**src/rtl/fifo_flex_pkg.sv**
```systemverilog
// fifo_flex_pkg: shared types and helpers for the fifo_flex buffering primitive.
//   CNT_W(depth)   - width of an occupancy counter able to hold 0..depth
//   fifo_status_t  - bundle of the four status flags for instantiating blocks
//   DEF_WIDTH/DEF_DEPTH - default geometry
package fifo_flex_pkg;

  localparam int DEF_WIDTH = 8;
  localparam int DEF_DEPTH = 8;

  // Occupancy runs 0..depth inclusive, so one bit more than the pointer.
  function automatic int CNT_W(input int depth);
    return $clog2(depth) + 1;
  endfunction

  typedef struct packed {
    logic full;
    logic empty;
    logic almost_full;
    logic almost_empty;
  } fifo_status_t;

endpackage

```
**src/rtl/fifo_flex_mem.sv**
```systemverilog
// fifo_flex_mem: DEPTH x WIDTH storage for fifo_flex.
//   Synchronous write port (we/waddr/wdata) and an address-in read port.
//   Default build: rdata is registered, loaded from mem[raddr] when re is high,
//   cleared by rst, held otherwise.
//   FIFO_FLEX_FWFT_EN defined: rdata = mem[raddr] combinationally.
// Ports: clk, rst (async, active-high), we, waddr, wdata, re, raddr, rdata.
module fifo_flex_mem #(
  parameter int WIDTH = 8,
  parameter int DEPTH = 8,
  localparam int AW   = $clog2(DEPTH)
) (
  input  logic             clk,
  input  logic             rst,
  input  logic             we,
  input  logic [AW-1:0]    waddr,
  input  logic [WIDTH-1:0] wdata,
  input  logic             re,
  input  logic [AW-1:0]    raddr,
  output logic [WIDTH-1:0] rdata
);

  // Storage is deliberately not reset; the pointers define what is valid.
  logic [WIDTH-1:0] mem [DEPTH];

  always_ff @(posedge clk) begin
    if (we) mem[waddr] <= wdata;
  end

`ifdef FIFO_FLEX_FWFT_EN
  assign rdata = mem[raddr];

  // Read enable and reset only matter for the registered read port.
  logic unused_rd;
  assign unused_rd = re | rst;
`else
  always_ff @(posedge clk or posedge rst) begin
    if (rst)     rdata <= '0;
    else if (re) rdata <= mem[raddr];
  end
`endif

endmodule

```
**src/rtl/fifo_flex.sv**
```systemverilog
// fifo_flex: parametrised single-clock FIFO with occupancy count, programmable
// almost-full/almost-empty flags and sticky overflow/underflow flags.
//   Build option: FIFO_FLEX_FWFT_EN selects first-word-fall-through read data;
//   otherwise read_data is registered one cycle after an accepted pop.
// Ports:
//   clk, rst (async, active-high)
//   push, write_data       - write side; push into full accepted only with a pop
//   pop, read_data         - read side
//   fifo_full, fifo_empty, almost_full, almost_empty, count - status from count
//   err_clr, overflow, underflow - sticky rejected-operation flags
module fifo_flex
  import fifo_flex_pkg::*;
#(
  parameter int WIDTH    = DEF_WIDTH,
  parameter int DEPTH    = DEF_DEPTH,
  parameter int AF_LEVEL = DEPTH - 2,
  parameter int AE_LEVEL = 2
) (
  input  logic                     clk,
  input  logic                     rst,
  input  logic                     push,
  input  logic [WIDTH-1:0]         write_data,
  input  logic                     pop,
  output logic [WIDTH-1:0]         read_data,
  output logic                     fifo_full,
  output logic                     fifo_empty,
  output logic                     almost_full,
  output logic                     almost_empty,
  output logic [$clog2(DEPTH):0]   count,
  input  logic                     err_clr,
  output logic                     overflow,
  output logic                     underflow
);

  localparam int AW = $clog2(DEPTH);
  localparam int CW = CNT_W(DEPTH);
  localparam logic [CW-1:0] FULL_CNT = CW'(DEPTH);
  localparam logic [CW-1:0] AF_CNT   = CW'(AF_LEVEL);
  localparam logic [CW-1:0] AE_CNT   = CW'(AE_LEVEL);

  if (DEPTH < 2 || (DEPTH & (DEPTH - 1)) != 0) begin : g_bad_depth
    $error("fifo_flex: DEPTH=%0d must be a power of two >= 2", DEPTH);
  end
  if (AF_LEVEL < 1 || AF_LEVEL > DEPTH) begin : g_bad_af
    $error("fifo_flex: AF_LEVEL=%0d outside 1..DEPTH", AF_LEVEL);
  end
  if (AE_LEVEL < 0 || AE_LEVEL > DEPTH - 1) begin : g_bad_ae
    $error("fifo_flex: AE_LEVEL=%0d outside 0..DEPTH-1", AE_LEVEL);
  end

  logic [AW-1:0]    wr_ptr, rd_ptr;
  logic [CW-1:0]    cnt;
  fifo_status_t     st;
  logic             pop_ok, push_ok;
  logic [WIDTH-1:0] mem_rdata;

  // Flags come straight off the registered count: post-edge, no extra latency.
  always_comb begin
    st.full         = (cnt == FULL_CNT);
    st.empty        = (cnt == '0);
    st.almost_full  = (cnt >= AF_CNT);
    st.almost_empty = (cnt <= AE_CNT);
  end

  // A pop frees the slot a same-cycle push needs, so full+pop admits the push.
  assign pop_ok  = pop && !st.empty;
  assign push_ok = push && (!st.full || pop_ok);

  always_ff @(posedge clk or posedge rst) begin
    if (rst) begin
      wr_ptr <= '0;
      rd_ptr <= '0;
      cnt    <= '0;
    end else begin
      if (push_ok) wr_ptr <= wr_ptr + 1'b1;
      if (pop_ok)  rd_ptr <= rd_ptr + 1'b1;
      case ({push_ok, pop_ok})
        2'b10:   cnt <= cnt + 1'b1;
        2'b01:   cnt <= cnt - 1'b1;
        default: cnt <= cnt;
      endcase
    end
  end

  // Sticky errors: a new rejection wins over a same-cycle clear.
  always_ff @(posedge clk or posedge rst) begin
    if (rst) begin
      overflow  <= 1'b0;
      underflow <= 1'b0;
    end else begin
      if (push && !push_ok) overflow <= 1'b1;
      else if (err_clr)     overflow <= 1'b0;
      if (pop && st.empty)  underflow <= 1'b1;
      else if (err_clr)     underflow <= 1'b0;
    end
  end

  fifo_flex_mem #(
    .WIDTH (WIDTH),
    .DEPTH (DEPTH)
  ) u_mem (
    .clk   (clk),
    .rst   (rst),
    .we    (push_ok),
    .waddr (wr_ptr),
    .wdata (write_data),
    .re    (pop_ok),
    .raddr (rd_ptr),
    .rdata (mem_rdata)
  );

`ifdef FIFO_FLEX_FWFT_EN
  // Head word is presented whenever valid; zero when nothing is stored.
  assign read_data = st.empty ? '0 : mem_rdata;
`else
  assign read_data = mem_rdata;
`endif

  assign count        = cnt;
  assign fifo_full    = st.full;
  assign fifo_empty   = st.empty;
  assign almost_full  = st.almost_full;
  assign almost_empty = st.almost_empty;

endmodule

```
**config.mk**
```make
export PLATFORM = sky130hd
export DESIGN_NAME = fifo_flex
export DESIGN_NICKNAME = d
export VERILOG_FILES = /design/src/rtl/fifo_flex_pkg.sv /design/src/rtl/fifo_flex_mem.sv /design/src/rtl/fifo_flex.sv
export SDC_FILE = /design/constraint.sdc
export NUM_CORES = 1
export LEC_CHECK = 0
export ABC_AREA = 1
export BUFFER_PORTS_ARGS = -buffer_cell sky130_fd_sc_hd__clkbuf_2
export CAP_MARGIN = 20
export CELL_PAD_IN_SITES_DETAIL_PLACEMENT = 0
export CELL_PAD_IN_SITES_GLOBAL_PLACEMENT = 1
export CORE_MARGIN = 8
export CORE_UTILIZATION = 49
export CTS_BUF_LIST = sky130_fd_sc_hd__clkbuf_2
export CTS_CLUSTER_DIAMETER = 100
export DETAILED_ROUTE_END_ITERATION = 8
export PLACE_DENSITY = 0.86
export RECOVER_POWER = 50
export SETUP_SLACK_MARGIN = 0.02
export SLEW_MARGIN = 20
export SYNTH_ARGS = -nofsm -noshare
export SYNTH_HDL_FRONTEND = slang
export SYNTH_SLANG_ARGS = --single-unit
```
**constraint.sdc**
```tcl
create_clock -name clk -period 2.28 [get_ports clk]
set_clock_uncertainty 0.05 [all_clocks]
set_input_delay 0.456 -clock clk [delete_from_list [all_inputs] [get_ports clk]]
set_output_delay 0.456 -clock clk [all_outputs]
set_load 0.005 [all_outputs]
```
### Word-level counts from Yosys, hierarchy flattened

Memory sizes are Yosys's and may differ from the RTL's. A register that Yosys moved wholly into a read port is not among the register bits.
Cells that the tools add are included.

| storage, ports and cells | value |
|---|---|
| bits of input ports | 13 |
| flip-flop bits (word level) | 12 |
| word-level logic and storage cells | 33 |
| memories kept | 1 |
| bits in writable memories | 64 |

Memories:

| memory | depth | width | read ports | clocked after Yosys merged registers in | write ports | RTL line | RTL |
|---|---|---|---|---|---|---|---|
| u_mem.mem | 8 | 8 | 1 | 1 | 1 | fifo_flex_mem.sv:23 | `logic [WIDTH-1:0] mem [DEPTH];` |

| cells by class | value |
|---|---|
| reduce and logical (&&, ||, !) cells | 12 |
| add/subtract/negate cells | 4 |
| order comparisons | 2 |
| equal/unequal tests | 3 |
| muxes and demuxes | 6 |

Operators with widths:

| operator | number |
|---|---|
| $pmux 4 s2 | 1 |
| $add 3x1->3 const B | 2 |
| $reduce_bool 2->1 | 3 |
| $mux 1 | 5 |
| $add 4x1->4 const B | 1 |
| $eq 4x4->1 const B | 1 |
| $ge 4x3->1 const B | 1 |
| $le 4x2->1 const B | 1 |
| $logic_and 1x1->1 | 4 |
| $logic_not 4->1 | 1 |
| $sub 4x1->4 const B | 1 |
| $logic_not 1->1 | 3 |
| $eq 2x1->1 const B | 1 |
| $eq 2x2->1 const B | 1 |
| $logic_or 1x1->1 | 1 |

### Depth between registers and ports, before layout

Gate-level depths: netlist of the first run.

| depth | value |
|---|---|
| word-level depth | 8 |
| depth in mapped cells | 13 |

### Hierarchy

From an unflattened synthesis of the first run, not the netlist that was laid out.

| second synthesis, totals | value |
|---|---|
| cells, all modules | 372 |
| area, all modules | 3794.9 um^2 |

Modules (own cells, without submodules):

| module | area an instance (um^2) | instances | seq. area each (um^2) | cells an instance |
|---|---|---|---|---|
| fifo_flex_mem | 3091.7 | 1 | 2122.0 | 298 |
| fifo_flex | 703.2 | 1 | 300.3 | 74 |

### Worst setup path before layout of the first run

Ideal clock, no wire load.

| path | value |
|---|---|
| path type | input to register |
| start point | input pop |
| end point | memory u_mem.mem[4][0] (enable) |
| setup time | 370 ps |
| arrival | 1333 ps |
| path buffers | 0 |
| setup slack | 527 ps |
| cell stages on the path | 5 |
| required time | 1860 ps |
| cells stage by stage | inv_1 nand4_1 nand2_1 or2_2 nor2_1 |

| between the ends | value |
|---|---|
| word-level cells in the longest chain between the ends | 5 |

Ends and longest elaborated chain:

| item | RTL line | RTL |
|---|---|---|
| start: declaration | fifo_flex.sv:23 | `input logic pop,` |
| $logic_and 1x1->1 | fifo_flex.sv:66 | `assign pop_ok = pop && !st.empty;` |
| $logic_or 1x1->1 | fifo_flex.sv:67 | `assign push_ok = push && (!st.full \|\| pop_ok);` |
| $logic_and 1x1->1 | fifo_flex.sv:67 |  |
| $mux 1 | fifo_flex_mem.sv:26 | `if (we) mem[waddr] <= wdata;` |
| $mux 1 (implied by the code) | fifo_flex_mem.sv:26 |  |
| end: declaration | fifo_flex_mem.sv:23 |  |

No other way between the ends.

### Worst setup path after layout of the first run

| path | value |
|---|---|
| start point | register cnt[0] (netlist: count[0]) |
| end point | output fifo_full |

| between the ends | value |
|---|---|
| word-level cells in the longest chain between the ends | 1 |

Ends and longest elaborated chain:

| item | RTL line | RTL |
|---|---|---|
| start: declaration | fifo_flex.sv:52 | `logic [CW-1:0] cnt;` |
| start signal: assignment | fifo_flex.sv:78 | `2'b10: cnt <= cnt + 1'b1;` |
| start signal: assignment | fifo_flex.sv:79 | `2'b01: cnt <= cnt - 1'b1;` |
| start signal: assignment | fifo_flex.sv:80 | `default: cnt <= cnt;` |
| $eq 4x4->1 | fifo_flex.sv:59 | `st.full = (cnt == FULL_CNT);` |
| end: declaration | fifo_flex.sv:25 | `output logic fifo_full,` |

No other way between the ends.

==> results of run 1 <==
[layout by cell type (no fill, tap or decap), drive strengths merged, types with 2 or more instances in the layout]
cell type and instances:
buf 13, clkbuf 39, clkinv 5, dfrtp 20
edfxtp 64, ha 4, inv 22, nand2 45
nand3 16, nand4 2, nor2 59, o211ai 16
o21ai 36, xor2 3
[through the flow]
stage	cells	hold slack, ns	util (%)
after floorplan	302	0.3698	-
after global routing	449	0.04517	54.42
after detailed placement	432	0.4161	53.36
after global placement	432	0.4127	53.36
final	449	0.06526	54.42
after CTS	449	0.02708	54.64
[sequential cells by signal (all words and copies together) (netlist names)]
signal	count
rd_ptr	3
wr_ptr	3
overflow	1
u_mem.mem	64
u_mem.rdata	8
underflow	1
count	4
[routing by layer]
layer	vias to the layer above	GRT usage (%)	wire [µm]
met2	53	23.99	3631
met4	0	9.884	140
met3	8	3.246	330
li1	1127	-	-
met5	-	0	0
met1	1087	18.51	3105
[cells by family after synthesis]
logic type      Yosys count  synth area share (%)
compound gates           53                 8.694
xor+xnor                  4                0.9938
fa+ha+maj                 5                 1.987
buf+inv                  33                 5.251
flops                    84                 68.70
simple gates            123                 14.37
[worst max-delay path, stage by stage, from the launching register on]
cell and delay, ns:
dfrtp_1 0.48, nor2_1 0.19, nand3_1 0.13, inv_1 0.09, clkbuf_2 0.11
[power by group through the flow]
stage / Clock, µW / Combinational [µW] / Sequential, µW
floorplan: 0 / 1230 / 2190
global placement: 0 / 1680 / 2200
detailed placement: 0 / 1710 / 2210
CTS: 635 / 1720 / 2180
global route: 683 / 1900 / 2220
finish: 617 / 1680 / 2170
[cell type report]
class	instances	area, µm²	share of cell area (%)
well taps	99	123.9	3.207
inverters	22	82.58	2.138
clock buffers	10	50.05	1.296
repair buffers	43	239.0	6.187
multi-input cells	185	913.4	23.65
flip-flops and latches	84	2422	62.71
clock inverters	6	31.28	0.8098
[worst min-delay path by stage]
stage	from	endpoint	slack, ns	depth (start not counted)
2_1_floorplan	rst	count[0]$_DFFE_PP0P_	0.37	1
4_1_cts	err_clr	underflow$_DFFE_PP0P_	0.03	2
5_1_grt	err_clr	underflow$_DFFE_PP0P_	0.05	2
3_5_place_dp	u_mem.rdata[3]$_DFFE_PP0P_	u_mem.rdata[3]$_DFFE_PP0P_	0.42	2
3_3_place_gp	u_mem.rdata[6]$_DFFE_PP0P_	u_mem.rdata[6]$_DFFE_PP0P_	0.41	2
6_report	err_clr	overflow$_DFFE_PP0P_	0.07	2
==> results.py, run 1 <==
metrics = {
    "clock_network": {
        "post_cts_resize_count": 0,
        "cts.path.max_buffers": 2,
        "post_cts_buffers": 0,
        "insertion_delay_ns": 0.52,
        "cts-root-buf": "clkbuf_2",
        "cts.sinks": 84,
        "tritoncts": "yes",
        "cts_htree_levels": 3,
        "cts_hold_buf": 1,
        "cts_buffers": 9,
        "clk_pin_slew_ns": 0.21,
    },
    "pwr": {
        "powerDensity_nw_per_um2": 1156,
        "switching_share_pct": 38.96,
        "pwr-share-comb_pct": 37.5,
        "pwr-share-clk_pct": 13.8,
        "finalPower_uw": 4465,
        "ir_worst_vdd_uv": 648.7,
        "p_switching_uw": 1740,
        "seq_power_share_pct": 48.7,
        "leakage_uw": 0.001529,
        "intPower_uw": 2725,
    },
    "worst_setup_path": {
        "cp-end-kind": "output port",
        "endpoint": "fifo_full",
        "regToRegStartpoint": "count[0]$_DFFE_PP0P_",
        "worstSetupPathType": "reg2out",
        "worstRegToRegCells": 12,
        "worst_ep_arrival_time_ns": 1.52,
        "worstPathRequired_ns": 1.77,
        "reg2reg_slack_ns": 0.33,
        "worstSetupStartpointType": "register",
        "rr_endpoint": "count[3]$_DFFE_PP0P_",
        "crit_fanout": 5,
        "setup.worst_path.start": "count[0]$_DFFE_PP0P_",
    },
    "yosys": {
        "synth.distinct_cells": 25,
        "synth_nets": 320,
        "synth_area_leaders": "edfxtp_1, dfrtp_1, nor2_1",
        "netlist_instances": 302,
        "yosys_warnings": 0,
        "syn_area_per_cell_um2": 11.68,
        "async_reset_ff_share_pct": 23.81,
        "ys.flop_type": "edfxtp_1",
        "ys_seq_area_share_pct": 68.70,
        "synth-edff-count": 64,
        "synth.top_cell.area_share_pct": 54.51,
        "yosysMostFrequentCell": "edfxtp_1",
        "synthesis.area_um2": 3526,
        "netlist_top_cells_count": "edfxtp_1, nor2_1, nand2_1, o21ai_0, dfrtp_1",
        "yosys.area.top_type": "edfxtp_1",
        "synth_seq_cells": 84,
    },
    "route": {
        "drcViolationCount": 0,
        "wirelength_um": 7207,
        "drtIter0Drc": 143,
        "dr.pass1.iters": 4,
        "antenna_left": 0,
        "vias": 2275,
        "wl_per_cell_um": 16.05,
        "avgViaCountPerCell": 5.067,
    },
    "floorplanning": {
        "pin_count": 31,
        "initial_core_util_pct": 49.67,
        "die_x_um": 100.8,
        "rows": 31,
        "dieHeight_um": 100.8,
        "core_um2": 7098,
        "die-area_um2": 10170,
    },
    "global_route": {
        "grt_pass1_wl_um": 11520,
        "grt_max_degree": 35,
        "antenna_found_initial": 0,
        "grt_remaining_overflow": 0,
        "grt_pass1_vias": 2238,
        "grt.total_usage_pct": 15.22,
    },
    "sta": {
        "relSlewSlack_pct": 47.92,
        "fin_ws_ns": 0.2516,
        "timing.final.crit_period_ns": 2.028,
        "hold_viol_final": 0,
        "setup-tns-final_ns": 0,
        "period_share_pct": 88.96,
        "worst_slew_pin_slew_ns": 0.7803,
        "finalSetupViolCount": 0,
        "max_freq_ghz": 0.4930,
        "rsz0062_at_grt": "false",
        "slew_violations": 0,
    },
    "hold_path": {
        "hp-class": "in2reg",
    },
    "layout": {
        "n_fill_cell": 620,
        "postLayoutCellArea_um2": 3862,
        "drive_gt1_share_pct": 15.14,
        "insertedDiodeCount": 0,
        "fin_nets": 363,
        "areaGrowthSynthToFinish_pct": 9.546,
    },
    "placed_design": {
        "port_buffers": 30,
        "gp_congestion": 0.7894,
        "dpl_cell_area_um2": 3787,
        "dp_slack_ns": 0.4394,
        "dp_hpwl_um": 4678,
    },
    "status": {
        "status": "completed",
    },
    "run": {
        "drv_cap": 0,
    },
}
Note: power is estimated with default switching activity, not from simulation.
==> run 2, diff against run 1 <==
- PLACE_DENSITY: 0.86 -> 0.85
==> results.py, run 2 (synthesis gave the netlist of run 1 again) <==
metrics = {
    "route": {
        "antenna_left": 0,
        "vias": 2344,
        "wl_per_cell_um": 16.53,
        "avgViaCountPerCell": 5.220,
        "drcViolationCount": 0,
        "drtIter0Drc": 167,
        "wirelength_um": 7420,
        "dr.pass1.iters": 4,
    },
    "sta": {
        "rsz0062_at_grt": "false",
        "finalSetupViolCount": 0,
        "relSlewSlack_pct": 45.09,
        "hold_viol_final": 0,
        "worst_slew_pin_slew_ns": 0.8228,
        "period_share_pct": 87.36,
        "max_freq_ghz": 0.5021,
        "slew_violations": 0,
        "timing.final.crit_period_ns": 1.992,
        "setup-tns-final_ns": 0,
    },
    "clock_network": {
        "clk_pin_slew_ns": 0.21,
        "cts.sinks": 84,
        "cts-root-buf": "clkbuf_2",
        "tritoncts": "yes",
        "insertion_delay_ns": 0.52,
        "cts_buffers": 9,
        "cts.path.max_buffers": 2,
        "cts_htree_levels": 3,
    },
    "pwr": {
        "ir_worst_vdd_uv": 552.4,
        "powerDensity_nw_per_um2": 1229,
        "leakage_uw": 0.001571,
        "finalPower_uw": 4841,
    },
    "global_route": {
        "grt.total_usage_pct": 15.70,
        "grt_max_degree": 35,
        "grt_pass1_vias": 2348,
        "antenna_found_initial": 0,
        "grt_remaining_overflow": 0,
        "grt_pass1_wl_um": 11940,
    },
    "layout": {
        "largest_register_ffs": 64,
        "final_common_cell": "edfxtp_1",
        "areaGrowthSynthToFinish_pct": 11.75,
        "final_cell_mix": "edfxtp_1, nor2_1, nand2_1",
        "insertedDiodeCount": 0,
        "fin_nets": 363,
        "regMostFlops": "u_mem.mem",
        "drive_gt1_share_pct": 16.29,
    },
    "worst_setup_path": {
        "worstPathRequired_ns": 1.77,
        "worstSetupPathType": "reg2out",
        "cp-end-kind": "output port",
        "worst_ep_arrival_time_ns": 1.49,
        "path_cells": "nor2_2 -> nand3_1 -> inv_1 -> clkbuf_2",
        "cpMaxStageDelayCell": "dfrtp_1",
        "worstSetupStartpointType": "register",
        "crit_fanout": 5,
        "cpPeakStageDelay_ns": 0.51,
    },
    "placed_design": {
        "gp_congestion": 0.7801,
        "port_buffers": 30,
        "dp_hpwl_um": 4677,
    },
    "hold_path": {
        "hp-class": "in2reg",
    },
    "floorplanning": {
        "core_um2": 7098,
        "initial_core_util_pct": 49.67,
        "pin_count": 31,
        "dieHeight_um": 100.8,
        "die_x_um": 100.8,
        "rows": 31,
        "die-area_um2": 10170,
    },
    "status": {
        "status": "completed",
    },
    "run": {
        "drv_cap": 0,
    },
}
[run 2: critical path: cells and delay by family, from the launching register on]
| kind | cells | cell delay (ns) |
|---|---|---|
| buffers and inverters | 2 | 0.20 |
| DFF | 1 | 0.51 |
| and+or+nand+nor | 2 | 0.28 |
[run 2: through the flow]
| stage | util [%] | hold WS, ns | cell area [µm²] | instances | setup WS [ns] |
|---|---|---|---|---|---|
| finish | 55.51 | 0.07405 | 3940 | 449 | 0.2882 |
| CTS | 55.68 | 0.03217 | 3953 | 449 | 0.2544 |
| detailed placement | 53.36 | 0.4175 | 3787 | 432 | 0.4128 |
| global placement | 53.36 | 0.4132 | 3787 | 432 | 0.5012 |
| floorplan | - | 0.3698 | 3526 | 302 | 0.5270 |
| global route | 55.51 | 0.04957 | 3940 | 449 | 0.1536 |
[run 2: path summary, 6_finish.rpt]
check,depth (start not counted),slack (ns),start,to
worst max-delay path,4,0.29,count[1]$_DFFE_PP0P_,fifo_full
worst min-delay path,2,0.07,err_clr,overflow$_DFFE_PP0P_
worst max register to register,12,0.36,count[2]$_DFFE_PP0P_,count[3]$_DFFE_PP0P_
worst min register to register,2,0.46,u_mem.rdata[0]$_DFFE_PP0P_,u_mem.rdata[0]$_DFFE_PP0P_
max in group asynchronous,3,1.11,rst,wr_ptr[2]$_DFFE_PP0P_
min in group asynchronous,3,0.53,rst,u_mem.rdata[5]$_DFFE_PP0P_
[run 2: area by class of cell]
cell class,count,area (µm²)
Multi-Input combinational cell,185,915.9
Fill cell,646,3158
Sequential cell,84,2422
Timing Repair Buffer,43,240.2
Inverter,22,82.58
Tap cell,99,123.9
Clock buffer,11,55.05
Clock inverter,5,100.1
[run 2: what timing repair did]
action,CTS,global route
hold buffers,1,0
setup buffers,0,0
hold endpoints to repair,15,0
gates resized for setup,0,0
[run 2: report_power, final]
group | leakage [µW] | switching (µW) | internal (µW)
Clock | 0.0000959 | 496 | 479
Sequential | 0.000824 | 171 | 1990
Combinational | 0.000651 | 1100 | 607
[run 2: metal layers]
metal	vias to the layer above	track usage, %	share of wire, %
met2	44	25.78	51
met5	-	0	0
li1	1131	-	-
met4	0	8.256	1.6
met3	11	2.831	2.8
met1	1158	19.25	45
==> run 3, diff against run 2 <==
- PLACE_DENSITY: 0.85 -> 0.86
- SYNTH_HIERARCHICAL: unset -> 1
==> results.py, run 3 <==
metrics = {
    "status": {
        "status": "completed",
    },
    "floorplanning": {
        "dieHeight_um": 104.0,
        "core_um2": 7607,
        "rows": 32,
        "initial_core_util_pct": 49.88,
        "pin_count": 31,
        "die-area_um2": 10820,
        "die_x_um": 104.0,
    },
    "route": {
        "wl_per_cell_um": 14.40,
        "drtIter0Drc": 162,
        "dr.pass1.iters": 4,
        "antenna_left": 0,
        "vias": 2486,
        "drcViolationCount": 0,
        "avgViaCountPerCell": 4.772,
        "wirelength_um": 7501,
    },
    "clock_network": {
        "cts-root-buf": "clkbuf_2",
        "insertion_delay_ns": 0.52,
        "cts.path.max_buffers": 2,
        "clk_pin_slew_ns": 0.22,
        "cts.sinks": 84,
        "cts_buffers": 9,
        "post_cts_buffers": 0,
        "tritoncts": "yes",
        "cts_htree_levels": 3,
    },
    "layout": {
        "areaGrowthSynthToFinish_pct": 10.48,
        "final_common_cell": "nand2_1",
        "n_fill_cell": 674,
        "insertedDiodeCount": 0,
        "regMostFlops": "u_mem/mem",
        "final_core_util_pct": 55.12,
        "fin_nets": 432,
        "drive_gt1_share_pct": 14.08,
        "largest_register_ffs": 64,
        "final_cell_mix": "nand2_1, inv_1, edfxtp_1",
    },
    "sta": {
        "setup-tns-final_ns": 0,
        "rsz0062_at_grt": "false",
        "finalSetupViolCount": 0,
        "timing.final.crit_period_ns": 2.131,
        "worst_slew_pin_slew_ns": 0.5366,
        "relSlewSlack_pct": 64.22,
        "hold_viol_final": 0,
        "max_freq_ghz": 0.4693,
        "period_share_pct": 93.47,
        "slew_violations": 0,
    },
    "worst_setup_path": {
        "worstRegToRegCells": 13,
        "crit_fanout": 12,
        "worstSetupStartpointType": "register",
        "cp-end-kind": "register",
        "worst_ep_arrival_time_ns": 2.54,
        "reg2reg_slack_ns": 0.15,
        "worstPathRequired_ns": 2.69,
        "worstSetupPathType": "reg2reg",
    },
    "pwr": {
        "leakage_uw": 0.001967,
        "powerDensity_nw_per_um2": 1152,
        "ir_worst_vdd_uv": 521.3,
    },
    "yosys": {
        "synth_seq_cells": 84,
        "syn_area_per_cell_um2": 10.20,
        "synth.top_cell.area_share_pct": 50.64,
        "yosysMostFrequentCell": "nand2_1",
        "synth_nets": 390,
        "async_reset_ff_share_pct": 23.81,
        "synth_area_leaders": "edfxtp_1, dfrtp_1, nand2_1",
        "synth-edff-count": 64,
        "synth.distinct_cells": 26,
        "ys.flop_type": "edfxtp_1",
        "synthesis.area_um2": 3795,
        "yosys_warnings": 6,
        "ys_seq_area_share_pct": 63.83,
        "netlist_instances": 372,
        "netlist_top_cells_count": "nand2_1, inv_1, edfxtp_1, nand3_1, dfrtp_1",
        "yosys.area.top_type": "edfxtp_1",
    },
    "global_route": {
        "grt_pass1_wl_um": 12120,
        "grt.total_usage_pct": 14.32,
        "grt_max_degree": 33,
        "antenna_found_initial": 0,
        "grt_pass1_vias": 2443,
        "grt_remaining_overflow": 0,
    },
    "placed_design": {
        "dp_hpwl_um": 4890,
        "port_buffers": 30,
        "gp_congestion": 0.8207,
    },
    "hold_path": {
        "hold_depth": 3,
        "hp-class": "in2reg",
    },
    "run": {
        "drv_cap": 0,
    },
}
==> run 3: cell types whose count changed in the layout (fill, tap and decap cells not counted), moves of 3 or more <==
cell,change
inv_1,+50
inv_4,+3
nand2_1,+72
nand2_4,+3
nand3_1,+37
nor2_1,-49
o211ai_1,-16
o21ai_0,-21
o21ai_1,-12
xnor2_1,+4
==> run 3: routing by layer <==
metal | GRT usage (%) | routed length (µm) | vias to the layer above
li1 | - | - | 1262
met1 | 17.33 | 3200 | 1146
met2 | 22.69 | 3592 | 67
met3 | 4.027 | 549 | 11
met4 | 7.756 | 159 | 0
met5 | 0 | 0 | -
==> run 3: where the power goes <==
| group | leakage (µW) | internal [µW] | switching, µW |
|---|---|---|---|
| clock | 0.0000747 | 357 | 492 |
| combinational | 0.00107 | 642 | 1100 |
| sequential | 0.000822 | 1990 | 249 |
| total | 0.00197 | 2990 | 1840 |
==> run 3: logic make-up (layout without fill, tap and decap cells) <==
| family | after synthesis | count (layout) | share of synthesized area, % |
|---|---|---|---|
| xor gates and xnor gates | 6 | 6 | 1.385 |
| AOI/OAI and AO/OA | 7 | 7 | 1.088 |
| and+or+nand+nor | 186 | 186 | 21.86 |
| buffers and inverters | 84 | 131 | 9.990 |
| DFF | 84 | 84 | 63.83 |
| adders and majority gates | 5 | 5 | 1.846 |
==> run 3: timing repair <==
action,CTS,global route
resized for setup,0,1
hold buffers,1,1
endpoints found under the hold margin,20,2
setup endpoints to repair,0,1
==> run 3: final timing paths <==
path                                               to                  startpoint
min                             rd_ptr[0]$_DFFE_PP0P_                         pop
max reg2reg                      count[3]$_DFFE_PP0P_        count[0]$_DFFE_PP0P_
max in group asynchronous        count[0]$_DFFE_PP0P_                         rst
max                              count[3]$_DFFE_PP0P_        count[0]$_DFFE_PP0P_
min reg2reg                u_mem/rdata[6]$_DFFE_PP0P_  u_mem/rdata[6]$_DFFE_PP0P_
min in group asynchronous  u_mem/rdata[1]$_DFFE_PP0P_                         rst
==> run 3: final cells by class <==
| cell class | instances | area [µm²] | share of cell area, % |
|---|---|---|---|
| well taps | 102 | 127.6 | 3.044 |
| repair buffers | 43 | 241.5 | 5.759 |
| multi-input cells | 204 | 993.5 | 23.69 |
| clock inverters | 6 | 78.83 | 1.880 |
| clock buffers | 10 | 50.05 | 1.194 |
| inverters | 72 | 277.8 | 6.625 |
| flip-flops and latches | 84 | 2424 | 57.80 |
==> run 3: worst max-delay path, cell delays in order (launching register included) <==
cell,delay (ns)
dfrtp_2,0.49
nor2_2,0.20
nand2_4,0.10
nand2_8,0.09
inv_4,0.08
nand2_4,0.09
inv_1,0.07
ha_1,0.32
a21oi_1,0.20
nand3_1,0.10
nand2_2,0.08
nand3_1,0.07
nand2_1,0.07
inv_1,0.03
==> run 3: through the flow <==
stage                     total power (µW)  area [µm²]  worst slack, ns  instances  hold slack [ns]
after floorplan                       3540        3795           0.3628        372           0.2217
after global placement                3985        4054           0.2296        503           0.3428
after detailed placement              4027        4054           0.1663        503           0.3568
after CTS                             4863        4193           0.1407        520         0.006873
after global routing                  5182        4193          0.02536        521           0.1288
final                                 4830        4193           0.1490        521           0.1772
